--- config.mk ---
export PLATFORM = sky130hd
export DESIGN_NAME = path_planner_bfs
export DESIGN_NICKNAME = d
export VERILOG_FILES = /design/src/rtl/arena_pkg.sv /design/src/rtl/path_stream_out.sv /design/src/rtl/path_planner_bfs.sv
export SDC_FILE = /design/constraint.sdc
export NUM_CORES = 1
export LEC_CHECK = 0
export ABC_AREA = 1
export CORE_MARGIN = 2
export CORE_UTILIZATION = 50
export CTS_CLUSTER_SIZE = 20
export DETAILED_ROUTE_END_ITERATION = 10
export MAX_ROUTING_LAYER = met4
export PLACE_DENSITY_LB_ADDON = 0.12
export SYNTH_ARGS = -nofsm -noshare
export SYNTH_HDL_FRONTEND = slang
export SYNTH_SLANG_ARGS = --single-unit
--- constraint.sdc ---
create_clock -name clk_50M -period 3.95 [get_ports clk_50M]
set_clock_uncertainty 0.15 [all_clocks]
set_input_delay 0.79 -clock clk_50M [delete_from_list [all_inputs] [get_ports clk_50M]]
set_output_delay 0.79 -clock clk_50M [all_outputs]
set_load 0.03 [all_outputs]
--- src/rtl/arena_pkg.sv ---
// Shared arena definitions: graph size, node-ID width, compass directions,
// the fixed adjacency table and the planner FSM state type.
package arena_pkg;

    localparam int unsigned NODES = 30;
    localparam int unsigned NID_W = 5;
    localparam logic [NID_W-1:0] NONE_ID = 5'd31;

    localparam logic [1:0] N = 2'd0;
    localparam logic [1:0] E = 2'd1;
    localparam logic [1:0] S = 2'd2;
    localparam logic [1:0] W = 2'd3;

    // adj[node] = '{N, E, S, W}; NONE_ID marks a missing neighbour
    localparam logic [NID_W-1:0] ADJ [NODES][4] = '{
        '{NONE_ID, 5'd1,    NONE_ID, NONE_ID},  // 0
        '{NONE_ID, 5'd29,   5'd2,    5'd0   },  // 1
        '{5'd1,    5'd8,    5'd3,    NONE_ID},  // 2
        '{5'd2,    5'd28,   5'd4,    NONE_ID},  // 3
        '{5'd3,    NONE_ID, 5'd6,    5'd5   },  // 4
        '{NONE_ID, 5'd4,    NONE_ID, NONE_ID},  // 5
        '{5'd4,    5'd7,    NONE_ID, NONE_ID},  // 6
        '{5'd8,    NONE_ID, NONE_ID, 5'd6   },  // 7
        '{5'd9,    5'd12,   5'd7,    5'd2   },  // 8
        '{5'd10,   5'd11,   5'd8,    NONE_ID},  // 9
        '{NONE_ID, NONE_ID, 5'd9,    NONE_ID},  // 10
        '{NONE_ID, NONE_ID, NONE_ID, 5'd9   },  // 11
        '{5'd13,   5'd19,   NONE_ID, 5'd8   },  // 12
        '{NONE_ID, 5'd14,   5'd12,   NONE_ID},  // 13
        '{5'd15,   5'd16,   NONE_ID, 5'd13  },  // 14
        '{NONE_ID, NONE_ID, 5'd14,   NONE_ID},  // 15
        '{5'd17,   NONE_ID, 5'd18,   5'd14  },  // 16
        '{NONE_ID, NONE_ID, 5'd16,   NONE_ID},  // 17
        '{5'd16,   NONE_ID, NONE_ID, 5'd19  },  // 18
        '{NONE_ID, 5'd18,   5'd20,   5'd12  },  // 19
        '{5'd19,   5'd21,   5'd24,   5'd29  },  // 20
        '{5'd22,   5'd23,   NONE_ID, 5'd20  },  // 21
        '{NONE_ID, NONE_ID, 5'd21,   NONE_ID},  // 22
        '{NONE_ID, NONE_ID, NONE_ID, 5'd21  },  // 23
        '{5'd20,   NONE_ID, NONE_ID, 5'd25  },  // 24
        '{NONE_ID, 5'd24,   NONE_ID, 5'd26  },  // 25
        '{5'd28,   5'd25,   5'd27,   NONE_ID},  // 26
        '{5'd26,   NONE_ID, NONE_ID, NONE_ID},  // 27
        '{5'd29,   NONE_ID, 5'd26,   5'd3   },  // 28
        '{NONE_ID, 5'd20,   5'd28,   5'd1   }   // 29
    };

    typedef enum logic [3:0] {
        S_IDLE,
        S_CHECK,
        S_INIT,
        S_POP,
        S_SCAN,
        S_BACKTRACK,
        S_EMIT,
        S_DONE,
        S_ERR
    } state_t;

endpackage

--- src/rtl/path_stream_out.sv ---
// Route stack filled EP-first during backtracking, then streamed SP-first
// onto path_planned/path_input with a done pulse after the last node.
module path_stream_out
    import arena_pkg::*;
(
    input  logic             clk_50M,
    input  logic             reset,
    input  logic             clear,
    input  logic             push,
    input  logic [NID_W-1:0] push_node,
    input  logic             emit,
    output logic [NID_W-1:0] path_planned,
    output logic             path_input,
    output logic [NID_W-1:0] path_len,
    output logic             done,
    output logic             last_c
);

    logic [NID_W-1:0] stack [NODES];
    logic [NID_W-1:0] len;
    logic [NID_W-1:0] idx;

    assign last_c = path_input && (idx == '0);

    always_ff @(posedge clk_50M) begin
        if (push) begin
            stack[len] <= push_node;
        end
    end

    // Stack is read top-down so the stream comes out SP first
    always_ff @(posedge clk_50M) begin
        if (reset) begin
            len          <= '0;
            idx          <= '0;
            path_planned <= '0;
            path_input   <= 1'b0;
            path_len     <= '0;
            done         <= 1'b0;
        end else begin
            done <= 1'b0;
            if (clear) begin
                len      <= '0;
                path_len <= '0;
            end else if (push) begin
                len <= len + NID_W'(1);
            end
            if (emit) begin
                path_input   <= 1'b1;
                idx          <= len - NID_W'(1);
                path_planned <= stack[len - NID_W'(1)];
                path_len     <= len;
            end else if (path_input) begin
                if (idx == '0) begin
                    path_input   <= 1'b0;
                    path_planned <= '0;
                    done         <= 1'b1;
                end else begin
                    idx          <= idx - NID_W'(1);
                    path_planned <= stack[idx - NID_W'(1)];
                end
            end
        end
    end

endmodule

--- src/rtl/path_planner_bfs.sv ---
// Breadth-first minimum-hop planner over the 30-node arena; the route is
// streamed SP first by path_stream_out.
module path_planner_bfs
    import arena_pkg::*;
(
    input  logic             clk_50M,
    input  logic             reset,
    input  logic             start,
    input  logic [NID_W-1:0] SP,
    input  logic [NID_W-1:0] EP,
    output logic [NID_W-1:0] path_planned,
    output logic             path_input,
    output logic [NID_W-1:0] path_len,
    output logic             busy,
    output logic             done,
    output logic             error
);

    state_t           state;
    logic             start_d;
    logic [NID_W-1:0] sp_q;
    logic [NID_W-1:0] ep_q;
    logic [NID_W-1:0] cur;
    logic [NID_W-1:0] node;
    logic [NID_W-1:0] head;
    logic [NID_W-1:0] tail;
    logic [1:0]       dir;
    logic [NODES-1:0] visited;
    logic             emit_go;
    logic [NID_W-1:0] queue  [NODES];
    logic [NID_W-1:0] parent [NODES];

    logic             launch;
    logic             push;
    logic             last_c;
    logic [NID_W-1:0] nbr;
    logic [NID_W-1:0] head_node;
    logic             nbr_new;

    assign launch    = (state == S_IDLE) && start && !start_d;
    assign push      = (state == S_BACKTRACK);
    assign nbr       = ADJ[cur][dir];
    assign head_node = queue[head];
    assign nbr_new   = (state == S_SCAN) && (nbr != NONE_ID) && !visited[nbr];

    // BFS queue and parent links need no reset: INIT rebuilds what is read
    always_ff @(posedge clk_50M) begin
        if (state == S_INIT) begin
            queue[0] <= sp_q;
        end
        if (nbr_new) begin
            queue[tail]  <= nbr;
            parent[nbr]  <= cur;
        end
    end

    always_ff @(posedge clk_50M) begin
        if (reset) begin
            state   <= S_IDLE;
            start_d <= 1'b0;
            sp_q    <= '0;
            ep_q    <= '0;
            cur     <= '0;
            node    <= '0;
            head    <= '0;
            tail    <= '0;
            dir     <= '0;
            visited <= '0;
            emit_go <= 1'b0;
            busy    <= 1'b0;
            error   <= 1'b0;
        end else begin
            start_d <= start;
            error   <= 1'b0;
            emit_go <= 1'b0;
            case (state)
                S_IDLE: begin
                    if (launch) begin
                        sp_q  <= SP;
                        ep_q  <= EP;
                        busy  <= 1'b1;
                        state <= S_CHECK;
                    end
                end
                S_CHECK: begin
                    if (sp_q >= NID_W'(NODES) || ep_q >= NID_W'(NODES)) begin
                        error <= 1'b1;
                        busy  <= 1'b0;
                        state <= S_ERR;
                    end else begin
                        state <= S_INIT;
                    end
                end
                S_INIT: begin
                    visited <= NODES'(1) << sp_q;
                    head    <= '0;
                    tail    <= NID_W'(1);
                    state   <= S_POP;
                end
                S_POP: begin
                    if (head == tail) begin
                        error <= 1'b1;
                        busy  <= 1'b0;
                        state <= S_ERR;
                    end else begin
                        cur  <= head_node;
                        head <= head + NID_W'(1);
                        if (head_node == ep_q) begin
                            node  <= ep_q;
                            state <= S_BACKTRACK;
                        end else begin
                            dir   <= '0;
                            state <= S_SCAN;
                        end
                    end
                end
                S_SCAN: begin
                    if (nbr_new) begin
                        visited[nbr] <= 1'b1;
                        tail         <= tail + NID_W'(1);
                    end
                    dir <= dir + 2'd1;
                    if (dir == W) begin
                        state <= S_POP;
                    end
                end
                S_BACKTRACK: begin
                    if (node == sp_q) begin
                        emit_go <= 1'b1;
                        state   <= S_EMIT;
                    end else begin
                        node <= parent[node];
                    end
                end
                S_EMIT: begin
                    // busy drops in the same cycle the done pulse appears
                    if (last_c) begin
                        busy  <= 1'b0;
                        state <= S_DONE;
                    end
                end
                S_DONE:  state <= S_IDLE;
                S_ERR:   state <= S_IDLE;
                default: state <= S_IDLE;
            endcase
        end
    end

    path_stream_out u_stream (
        .clk_50M      (clk_50M),
        .reset        (reset),
        .clear        (launch),
        .push         (push),
        .push_node    (node),
        .emit         (emit_go),
        .path_planned (path_planned),
        .path_input   (path_input),
        .path_len     (path_len),
        .done         (done),
        .last_c       (last_c)
    );

endmodule

# [Word-level counts from Yosys, hierarchy flattened]
# Memories as Yosys holds them, arrays and structs flattened. A register that Yosys moved wholly into a read port is not among the register bits.
# Index checks and enable logic that the tools add are counted.
[classes] n_addsub=6 order_cmp=6 n_eq_ne=23 shift=1 mux=64 bitwise_logic=6 reduce_logical=31
[ops] op="5-bit 2-to-1 mux" count=21
[ops] op="30-bit case mux with 2 select lines" count=1
[ops] op="20-bit 2-to-1 mux" count=2
[ops] op="30-bit 2-to-1 mux" count=1
[ops] op="30-bit bitwise OR" count=1
[ops] op="5-bit case mux with 2 select lines" count=3
[ops] op="1-bit by 5-bit left shift with 30-bit output (first input constant)" count=1
[ops] op="4-bit case mux with 7 select lines" count=1
[ops] op="4-bit 2-to-1 mux" count=6
[ops] op="1-bit 2-to-1 mux" count=21
[ops] op="2-bit != test (second input constant)" count=10
[ops] op="5-bit by 1-bit adder with 5-bit output (second input constant)" count=3
[ops] op="5-bit == test" count=3
[ops] op="4-bit by 3-bit == test with 1-bit output (second input constant)" count=3
[ops] op="2-bit nonzero test" count=6
[ops] op="5-bit binary-select mux with 2-bit select" count=1
[ops] op="5-bit >= comparator (second input constant)" count=2
[ops] op="2-bit AND reduction" count=5
[ops] op="5-bit by 1-bit subtractor with 5-bit output (second input constant)" count=2
[ops] op="4-bit by 2-bit == test with 1-bit output (second input constant)" count=2
[ops] op="4-bit AND reduction" count=2
[ops] op="6-bit >= comparator (second input constant)" count=1
[ops] op="1-bit logical AND" count=6
[ops] op="5-bit by 6-bit less-than comparator with 1-bit output (second input constant)" count=1
[ops] op="other kinds (26)" count=32
[totals] regBits=92 ram_bits=450 romBits=640 inputBits=13 out_inout_bits=14 word_cells=160 mem_count=4
[memory_table] memory="(name not given)" depth=32 width=20 read_ports=1 rd_clocked_by_memory_dff=0 write_ports=0 line_no="path_planner_bfs.sv:42" rtl="assign nbr = ADJ[cur][dir];"
[memory_table] memory="parent" depth=30 width=5 read_ports=1 rd_clocked_by_memory_dff=1 write_ports=1 line_no="path_planner_bfs.sv:31" rtl="logic [NID_W-1:0] parent [NODES];"
[memory_table] memory="queue" depth=30 width=5 read_ports=1 rd_clocked_by_memory_dff=1 write_ports=1 line_no="path_planner_bfs.sv:30" rtl="logic [NID_W-1:0] queue [NODES];"
[memory_table] memory="u_stream.stack" depth=30 width=5 read_ports=2 rd_clocked_by_memory_dff=0 write_ports=1 line_no="path_stream_out.sv:19" rtl="logic [NID_W-1:0] stack [NODES];"

# [Depth between registers and ports, before layout]
# Gate-level depths: netlist (run 1).
[depth] depth_word=15 ltp_mapped=24 mapped_depth_nobuf=22

# [Modules after synthesis]
# From an unflattened synthesis (run 1), not the netlist that was laid out.
[unflattened] hier_cells=2999 hier_area_um2=26825.7
[modules_own_cells] mod="path_planner_bfs" instances=1 cells_each=1863 area_each_um2=17704.5 seq_area_each_um2=10610.2
[modules_own_cells] mod="path_stream_out" instances=1 cells_each=1136 area_each_um2=9121.2 seq_area_each_um2=4944.7

# [Worst setup path after synthesis (run 1)]
# No wires, ideal clock.
[synth_timing] kind="flip-flop to flip-flop" startpoint="register cur[1]" endpoint="memory queue[0][1] (data pin)" setup_ns=0.352 t_arrival_ns=3.741 required_ns=3.448 path_slack_ns=-0.293 path_stages_with_launch=22 path_buffers=3 synth_period_minus_slack_ns=4.243 path_cell_list="dfxtp_1 -> inv_1 -> ha_1 -> inv_1 -> nand2_1 -> nand3_1 -> nand3_1 -> nand3_1 -> nand3_2 -> nand2_1 -> buf_2 -> nand2_1 -> nand2_1 -> nand2_1 -> nand2_1 -> nand2_1 -> nand2_1 -> nor2_2 -> nand2_4 -> buf_6 -> buf_6 -> o21ai_1"
[synth_between] elab_chain_len=15 elab_cells_between_ends=17 cone_classes="1 x eq/ne; 10 x mux; 1 x bitwise; 4 x reduce/logical; 1 x memory"
[synth_lines] item="start: declaration" line_no="path_planner_bfs.sv:23" rtl="logic [NID_W-1:0] cur;"
[synth_lines] item="start signal: assignment" line_no="path_planner_bfs.sv:106" rtl="cur <= head_node;"
[synth_lines] item="5-bit inverter with 6-bit output (implied by the code) *" line_no="path_planner_bfs.sv:42"
[synth_lines] item="memory 32 x 20 bit *"
[synth_lines] item="20-bit 2-to-1 mux (implied by the code) * (2 in a row)" line_no="path_planner_bfs.sv:42"
[synth_lines] item="5-bit binary-select mux with 2-bit select *" line_no="path_planner_bfs.sv:42"
[synth_lines] item="5-bit 2-to-1 mux (implied by the code) * (2 in a row)" line_no="path_planner_bfs.sv:42"
[synth_lines] item="1-bit binary-select mux with 5-bit select" line_no="path_planner_bfs.sv:44" rtl="assign nbr_new = (state == S_SCAN) && (nbr != NONE_ID) && !visited[nbr];"
[synth_lines] item="1-bit 2-to-1 mux (implied by the code)" line_no="path_planner_bfs.sv:44"
[synth_lines] item="1-bit zero test" line_no="path_planner_bfs.sv:44"
[synth_lines] item="1-bit logical AND" line_no="path_planner_bfs.sv:44"
[synth_lines] item="1-bit 2-to-1 mux" line_no="path_planner_bfs.sv:51" rtl="if (nbr_new) begin"
[synth_lines] item="1-bit 2-to-1 mux (implied by the code)" line_no="path_planner_bfs.sv:52" rtl="queue[tail] <= nbr;"
[synth_lines] item="5-bit OR reduction (no source line)"
[synth_lines] item="5-bit 2-to-1 mux (no source line) *"
[synth_lines] item="end: declaration" line_no="path_planner_bfs.sv:30"
# Every way passes the cells marked *; elsewhere a longest branch is shown, timed or not. The select of a mux whose other input is x is not followed.

# [Worst setup path after layout (run 1)]
[layout_timing] startpoint="register cur[0]" endpoint="memory queue[22][2], enable pin"
[layout_between] elab_chain_len=15 elab_cells_between_ends=18 cone_classes="1 x eq/ne; 11 x mux; 1 x bitwise; 4 x reduce/logical; 1 x memory"
[layout_lines] item="5-bit inverter with 6-bit output (implied by the code) *" line_no="path_planner_bfs.sv:42"
[layout_lines] item="memory 32 x 20 bit *"
[layout_lines] item="20-bit 2-to-1 mux (implied by the code) * (2 in a row)" line_no="path_planner_bfs.sv:42"
[layout_lines] item="5-bit binary-select mux with 2-bit select *" line_no="path_planner_bfs.sv:42"
[layout_lines] item="5-bit 2-to-1 mux (implied by the code) * (2 in a row)" line_no="path_planner_bfs.sv:42"
[layout_lines] item="1-bit binary-select mux with 5-bit select" line_no="path_planner_bfs.sv:44"
[layout_lines] item="1-bit 2-to-1 mux (implied by the code)" line_no="path_planner_bfs.sv:44"
[layout_lines] item="1-bit zero test" line_no="path_planner_bfs.sv:44"
[layout_lines] item="1-bit logical AND *" line_no="path_planner_bfs.sv:44"
[layout_lines] item="1-bit 2-to-1 mux *" line_no="path_planner_bfs.sv:51"
[layout_lines] item="1-bit 2-to-1 mux (implied by the code) *" line_no="path_planner_bfs.sv:52"
[layout_lines] item="5-bit OR reduction (no source line)"
[layout_lines] item="5-bit 2-to-1 mux (no source line) or 1-bit 2-to-1 mux (tied branches)"
# Marks and branches as above.

==> run metrics, run 1 <==
vias per std cell 5.98; FMAX 268 MHz; Post-Route WL 73800 um; register area share after synthesis 60.4%; Post-synth EDFFs 450; Most used DFF post-synth edfxtp_1; Die ar. 53300 sq um; # placed instances 3347; area grow syn2layout 12.8%; combinational share of power 2.9%; sequential share of power 51.1%; Worst Path Required 4100 ps; number of I/O port buffers 26; commonest non-fill, non-tap cell in the layout nand2_1; Layout fillers 4498; min Tclk post-route 3730 ps; total iterations of the first detailed-routing run 6; vias post-DR 20700; Syn Area/Cell 9.43 sq um; global-route wire length before repair 114000 um; kind of critical path reg2reg; Final GP Congestion 0.938; final hold violation count 0; vias in the first global route 19900; n_diodes 0; Root Driver clkbuf_16; CP Max Fanout 10; PwrDens 426 nW/um^2; Hold WC Path Type reg2reg; switch share 21.4%; synthesized cell area 25800 sq um; Worst-path clk slew 60 ps; Worst Setup Slack, final 225 ps; Worst-Margin Slew 1100 ps; Async SR Flop Fraction 0%; Slew HR 26.3%; Yosys top cell area share 52.5%; CP Launch Type flip-flop; core area 51100 sq um; Max rail drop VDD 0.000357 V; Wirelength per Cell 21.3 um; GRT Util Overall 28.3%; Psw 2.65 mW; Skew-Pair Late Insertion Delay 640 ps; Post-CTS Setup Inserts 0; FP Rows 83; syn_nets 2766; post-route ant nets 0; Post-Synthesis Cells 2732; post-synth top area cell edfxtp_1; DR DRC count 0; outcome finished clean; Place WS 101 ps; post-synthesis cell type count 50; Overall Power 12.4 mW; Slew Viols, Final 0; final setup violation count 0; Yosys Warn Count 0; Non-Filler Instances 3458; starting density of the core 50.4%; share of layout cells above drive strength 1 9.29%; top cells by area, synth edfxtp_1 52%, dfxtp_1 7.9%, nand2_1 7.2%; #FFs+latches synth 552; gr ovfl total 0; die height 231 um; clk buf depth 3; Ports 27; Max Cap Viol 0; crit share post-route 94.3%; path depth of the worst reg2reg path 20; Leak 10.5 nW; initial antenna violation count 0; Worst Setup End Kind flip-flop; Nets 2762; CTS HTree Levels 2; total internal power 9.72 mW; CTS tree yes; CTS sink count 552; RSZ-0062 raised after global routing yes; clock share of power 46.0%; commonest non-fill, non-tap cells in the layout 495 x nand2_1, 450 x edfxtp_1, 356 x o21ai_0, 334 x nor2_1, 198 x nand3_1; Hold Path Depth 2; DP HPWL 47900 um; Die X 231 um; Iter 0 DRT Violations 2260; largest net degree at the start of global routing 79; arrival time worst endpoint 3880 ps; TritonCTS buffer count 59
path summary, 6_finish.rpt:
| kind | slack, ps | from | to |
|---|---|---|---|
| hold reg to reg | 320 | visited[28] | visited[28] |
| hold / removal | 320 | visited[28] | visited[28] |
| setup / recovery | 220 | cur[0] | queue[22][2] |
| setup reg to reg | 220 | cur[0] | queue[22][2] |
stage by stage:
stage	area, sq um	hold slack, ps	TNS, ps	utilization, %
2_1_floorplan	25800	295	-44000	-
3_3_place_gp	26800	312	0	52.5
3_5_place_dp	26800	311	0	52.5
4_1_cts	28800	320	0	56.4
5_1_grt	29100	343	-5710	56.9
6_report	29100	318	0	56.9
cells by family after synthesis:
group / Yosys count / synth area share [%]
AO/OA/AOI/OAI: 704 / 15.2
buffers and inverters: 320 / 5.12
flip-flops: 552 / 60.4
AND/OR/NAND/NOR: 1122 / 17.8
adder cells (fa/ha/maj): 21 / 1.02
XOR/XNOR: 13 / 0.442
layer usage:
| metal | share of wire [%] | vias up | global-route usage [%] | wire [um] |
|---|---|---|---|---|
| li1 | - | 9613 | - | - |
| met1 | 42 | 9960 | 37.7 | 31300 |
| met2 | 48 | 932 | 45.2 | 35200 |
| met3 | 6.9 | 181 | 3.04 | 5070 |
| met4 | 3.0 | 0 | 10.3 | 2230 |
| met5 | 0 | - | - | 0 |
what timing repair did:
action,in CTS,in global routing
hold endpoints to repair,0,0
hold buffers,0,0
resized for setup,0,69
endpoints found under the setup margin,0,224
critical path, cell delays in order (launching register included):
cell and delay (ps):
dfxtp_1 430, inv_2 150, ha_1 400, nand2_2 180
nand2_1 70, nand2_1 80, nand3_1 80, nand3_1 110
nand2_1 60, nand2_1 60, nand2_1 100, buf_4 190
nand2_1 80, nand2_1 60, nand2_1 50, nand2_1 60
nor2_2 190, nand2_4 130, nor2_2 230, nand3_2 220
nor2_2 330
area by class of cell:
class / instances / area [sq um] / share of cell area (%)
Tap cell: 680 / 851 / 2.93
Inverter: 153 / 577 / 1.99
Clock buffer: 76 / 1600 / 5.51
Clock inverter: 35 / 407 / 1.40
Sequential cell: 552 / 15600 / 53.6
Multi-Input combinational cell: 1860 / 9130 / 31.4
Timing Repair Buffer: 102 / 928 / 3.20
cells in the mapped netlist, types with 2 or more instances:
cell type,n
buf_2,16
o22ai_1,45
o32ai_1,2
a221o_1,2
a221oi_1,5
inv_2,11
o211ai_1,42
o31ai_1,2
o21ai_0,356
clkbuf_1,133
nand2_2,4
nand4_1,10
a21oi_1,189
nand2_4,2
a31oi_1,7
nor2_1,373
clkinv_1,11
nor2_2,6
xor2_1,8
nand3_1,202
buf_6,11
nor4_1,3
buf_1,4
o21ai_1,8
nand3b_1,4
dfxtp_1,102
a311oi_1,2
nand3_2,2
ha_1,21
nand2_1,497
inv_1,130
nor3_1,15
o311ai_0,11
edfxtp_1,450
o221ai_1,25
buf_4,3
xnor2_1,5
state kept, by name, indices dropped and copies added (netlist names), 30 cells and up, named ones only:
| signal | cells |
|---|---|
| queue | 150 |
| parent | 150 |
| visited | 30 |
| u_stream.stack | 150 |
power by group through the flow:
stage / clock network [mW] / logic [mW] / registers, mW
after floorplan: 0 / 0.204 / 6.43
after global placement: 0 / 0.346 / 6.44
after detailed placement: 0 / 0.347 / 6.44
after CTS: 5.76 / 0.348 / 6.31
after global routing: 5.98 / 0.389 / 6.31
final: 5.69 / 0.357 / 6.31
Note: power is estimated with default switching activity, not from simulation.
==> run 2, diff against run 1 <==
Settings changed: CTS_CLUSTER_DIAMETER from default to 80.
==> run 2 against run 1 <==
Design area decreased by 3.5%. Setup slack improved by 80 ps. Register-to-register slack improved by 80 ps. Combinational power decreased by 1%. Wire length decreased by 0.96%.
==> run metrics, run 2 (synthesis gave the netlist of run 1 again) <==
CP dominant cell by count nand2_1; post-route ant nets 0 (unchanged); Hold WC Path Type reg2reg; crit share post-route 92.3% (-2.0 points); Iter 0 DRT Violations 2200 (-2.7%); CP Launch Type flip-flop; min Tclk post-route 3650 ps (-80.0 ps); Worst R2R Setup Slack 300 ps (+80 ps); Worst-path clk slew 80 ps (+20 ps); Worst Path Required 4050 ps (-50 ps); cell area after placement 26800 sq um (unchanged); initial antenna violation count 0 (unchanged); arrival time worst endpoint 3750 ps (-130 ps); commonest non-fill, non-tap cell in the layout nand2_1; PwrDens 373 nW/um^2 (-12%); gr ovfl total 0 (unchanged); outcome finished clean; CP Max Fanout 10 (unchanged); FP Rows 83 (unchanged); share of layout cells above drive strength 1 7.25% (-2.0 points); die height 231 um (unchanged); FMAX 274 MHz (+2.2%); Wirelength per Cell 21.4 um (+0.44%); Layout fillers 4589 (+2.0%); n_diodes 0 (unchanged); vias post-DR 20500 (-1.1%); CP top delay family simple AND/OR/NAND/NOR gates; Sequential cell area 15600 sq um (about the same); CTS tree yes; DP HPWL 47900 um (unchanged); Worst-Margin Slew 1100 ps (-5.70 ps); setup_tns 0 ps (unchanged); CTS HTree Levels 2 (unchanged); CTS-repair resized insts 0 (unchanged); largest net degree at the start of global routing 79 (unchanged); DR DRC count 0 (unchanged); CP Buf/Inv Count 2 (unchanged); Ports 27 (unchanged); crit path cell chain inv_2, ha_1, nand2_2, nand2_1, nand2_1, nand3_1, nand3_1, nand2_1, nand2_1, nand2_1, buf_4, nand2_1, nand2_1, nand2_1, nand2_1, nor2_2, nand2_4, nor2_2, nand3_1, nor2_2; vias in the first global route 19600 (-1.7%); global-route wire length before repair 113000 um (-0.91%); Worst Setup End Kind flip-flop; top flop regs parent: 150 flops, queue: 150 flops, u_stream.stack: 150 flops; number of I/O port buffers 26 (unchanged); final hold violation count 0 (unchanged); starting density of the core 50.4% (unchanged); Worst setup startpoint cur[0]; Leak 10.0 nW (-4.4%); RSZ-0062 raised after global routing yes; final setup violation count 0 (unchanged); area grow syn2layout 8.89%; Slew HR 26.7% (+0.38 points); Die ar. 53300 sq um (unchanged); Nets 2738 (-0.87%); CTS sink count 552 (unchanged); commonest non-fill, non-tap cells in the layout 495 x nand2_1, 450 x edfxtp_1, 356 x o21ai_0, 346 x nor2_1, 199 x nand3_1; Final GP Congestion 0.938 (unchanged); vias per std cell 6.00 (+0.25%); Max Cap Viol 0 (unchanged); area of the multi-input gates 9050 sq um (-0.80%); Slowest Stage Delay on Critical Path 390 ps (-40 ps); Slew Viols, Final 0 (unchanged); core area 51100 sq um (unchanged); Hold Path Origin visited[28]; Root Driver clkbuf_16; GRT Util Overall 28.1% (-0.25 points); Max rail drop VDD 0.000297 V (-17%); Worst path slowest cell dfxtp_2; TritonCTS buffer count 35 (-41%); Skew-Pair Late Insertion Delay 590 ps (-50 ps); Die X 231 um (unchanged); clk buf depth 3 (unchanged); total iterations of the first detailed-routing run 6 (unchanged); Post-CTS Setup Inserts 0 (unchanged); Post-Route WL 73100 um (-0.96%); r2r startpoint cur[0]; kind of critical path reg2reg; CTS Hold Bufs 0 (unchanged); post-layout instance area 28000 sq um (-3.5%)
## run 2: changes by cell type in the layout (fill, tap and decap cells not counted), sizes merged
cell,previous run,this run
clkinv,33,16
clkinvlp,3,0
bufinv,7,0
clkbuf,76,55
## run 2: layer usage
layer	track usage, %	part of all wire, %	up-vias
met1	37.7	43	9887
met3	3.43	6.9	133
li1	-	-	9531
met5	-	0	-
met4	8.79	2.6	0
met2	44.8	48	899
## run 2: cell type report
class	count	area share, %
sequential	552	55.5
multi-input combinational	1860	32.3
clock inverter	8	0.277
timing repair buffer	102	3.27
tap	680	3.03
clock buffer	55	3.58
inverter	153	2.06
## run 2: worst paths after layout
check | depth (start not counted) | endpoint
worst min-delay path | 2 | visited[28]
worst min register to register | 2 | visited[28]
worst max-delay path | 20 | queue[22][0]
worst max register to register | 20 | queue[22][0]
## run 2: worst reg2reg max path: stages (launching register included)
cell and delay, ps:
dfxtp_2 390, inv_2 120, ha_1 390, nand2_2 180, nand2_1 80, nand2_1 80
nand3_1 80, nand3_1 110, nand2_1 60, nand2_1 60, nand2_1 100, buf_4 190
nand2_1 70, nand2_1 50, nand2_1 50, nand2_1 60, nor2_2 190, nand2_4 130
nor2_2 180, nand3_1 260, nor2_2 360
## run 2: report_power, final
group	total, mW	internal (mW)	switching, mW	leakage [nW]
combinational	0.353	0.0892	0.264	4.27
sequential	6.30	6.28	0.0270	5.26
clock	3.80	1.80	2.00	0.523
total	10.5	8.16	2.30	10.0
## run 2: metrics by stage
stage          hold WS (ps)  power (mW)  cells  util [%]  setup slack [ps]
2_1_floorplan           295        6.64   2732         -              -293
3_3_place_gp            312        6.78   3347      52.5               220
3_5_place_dp            311        6.78   3347      52.5               101
4_1_cts                 322        10.5   3410      54.6              96.2
5_1_grt                 345        10.7   3410      54.9             -30.7
6_report                322        10.5   3410      54.9               305
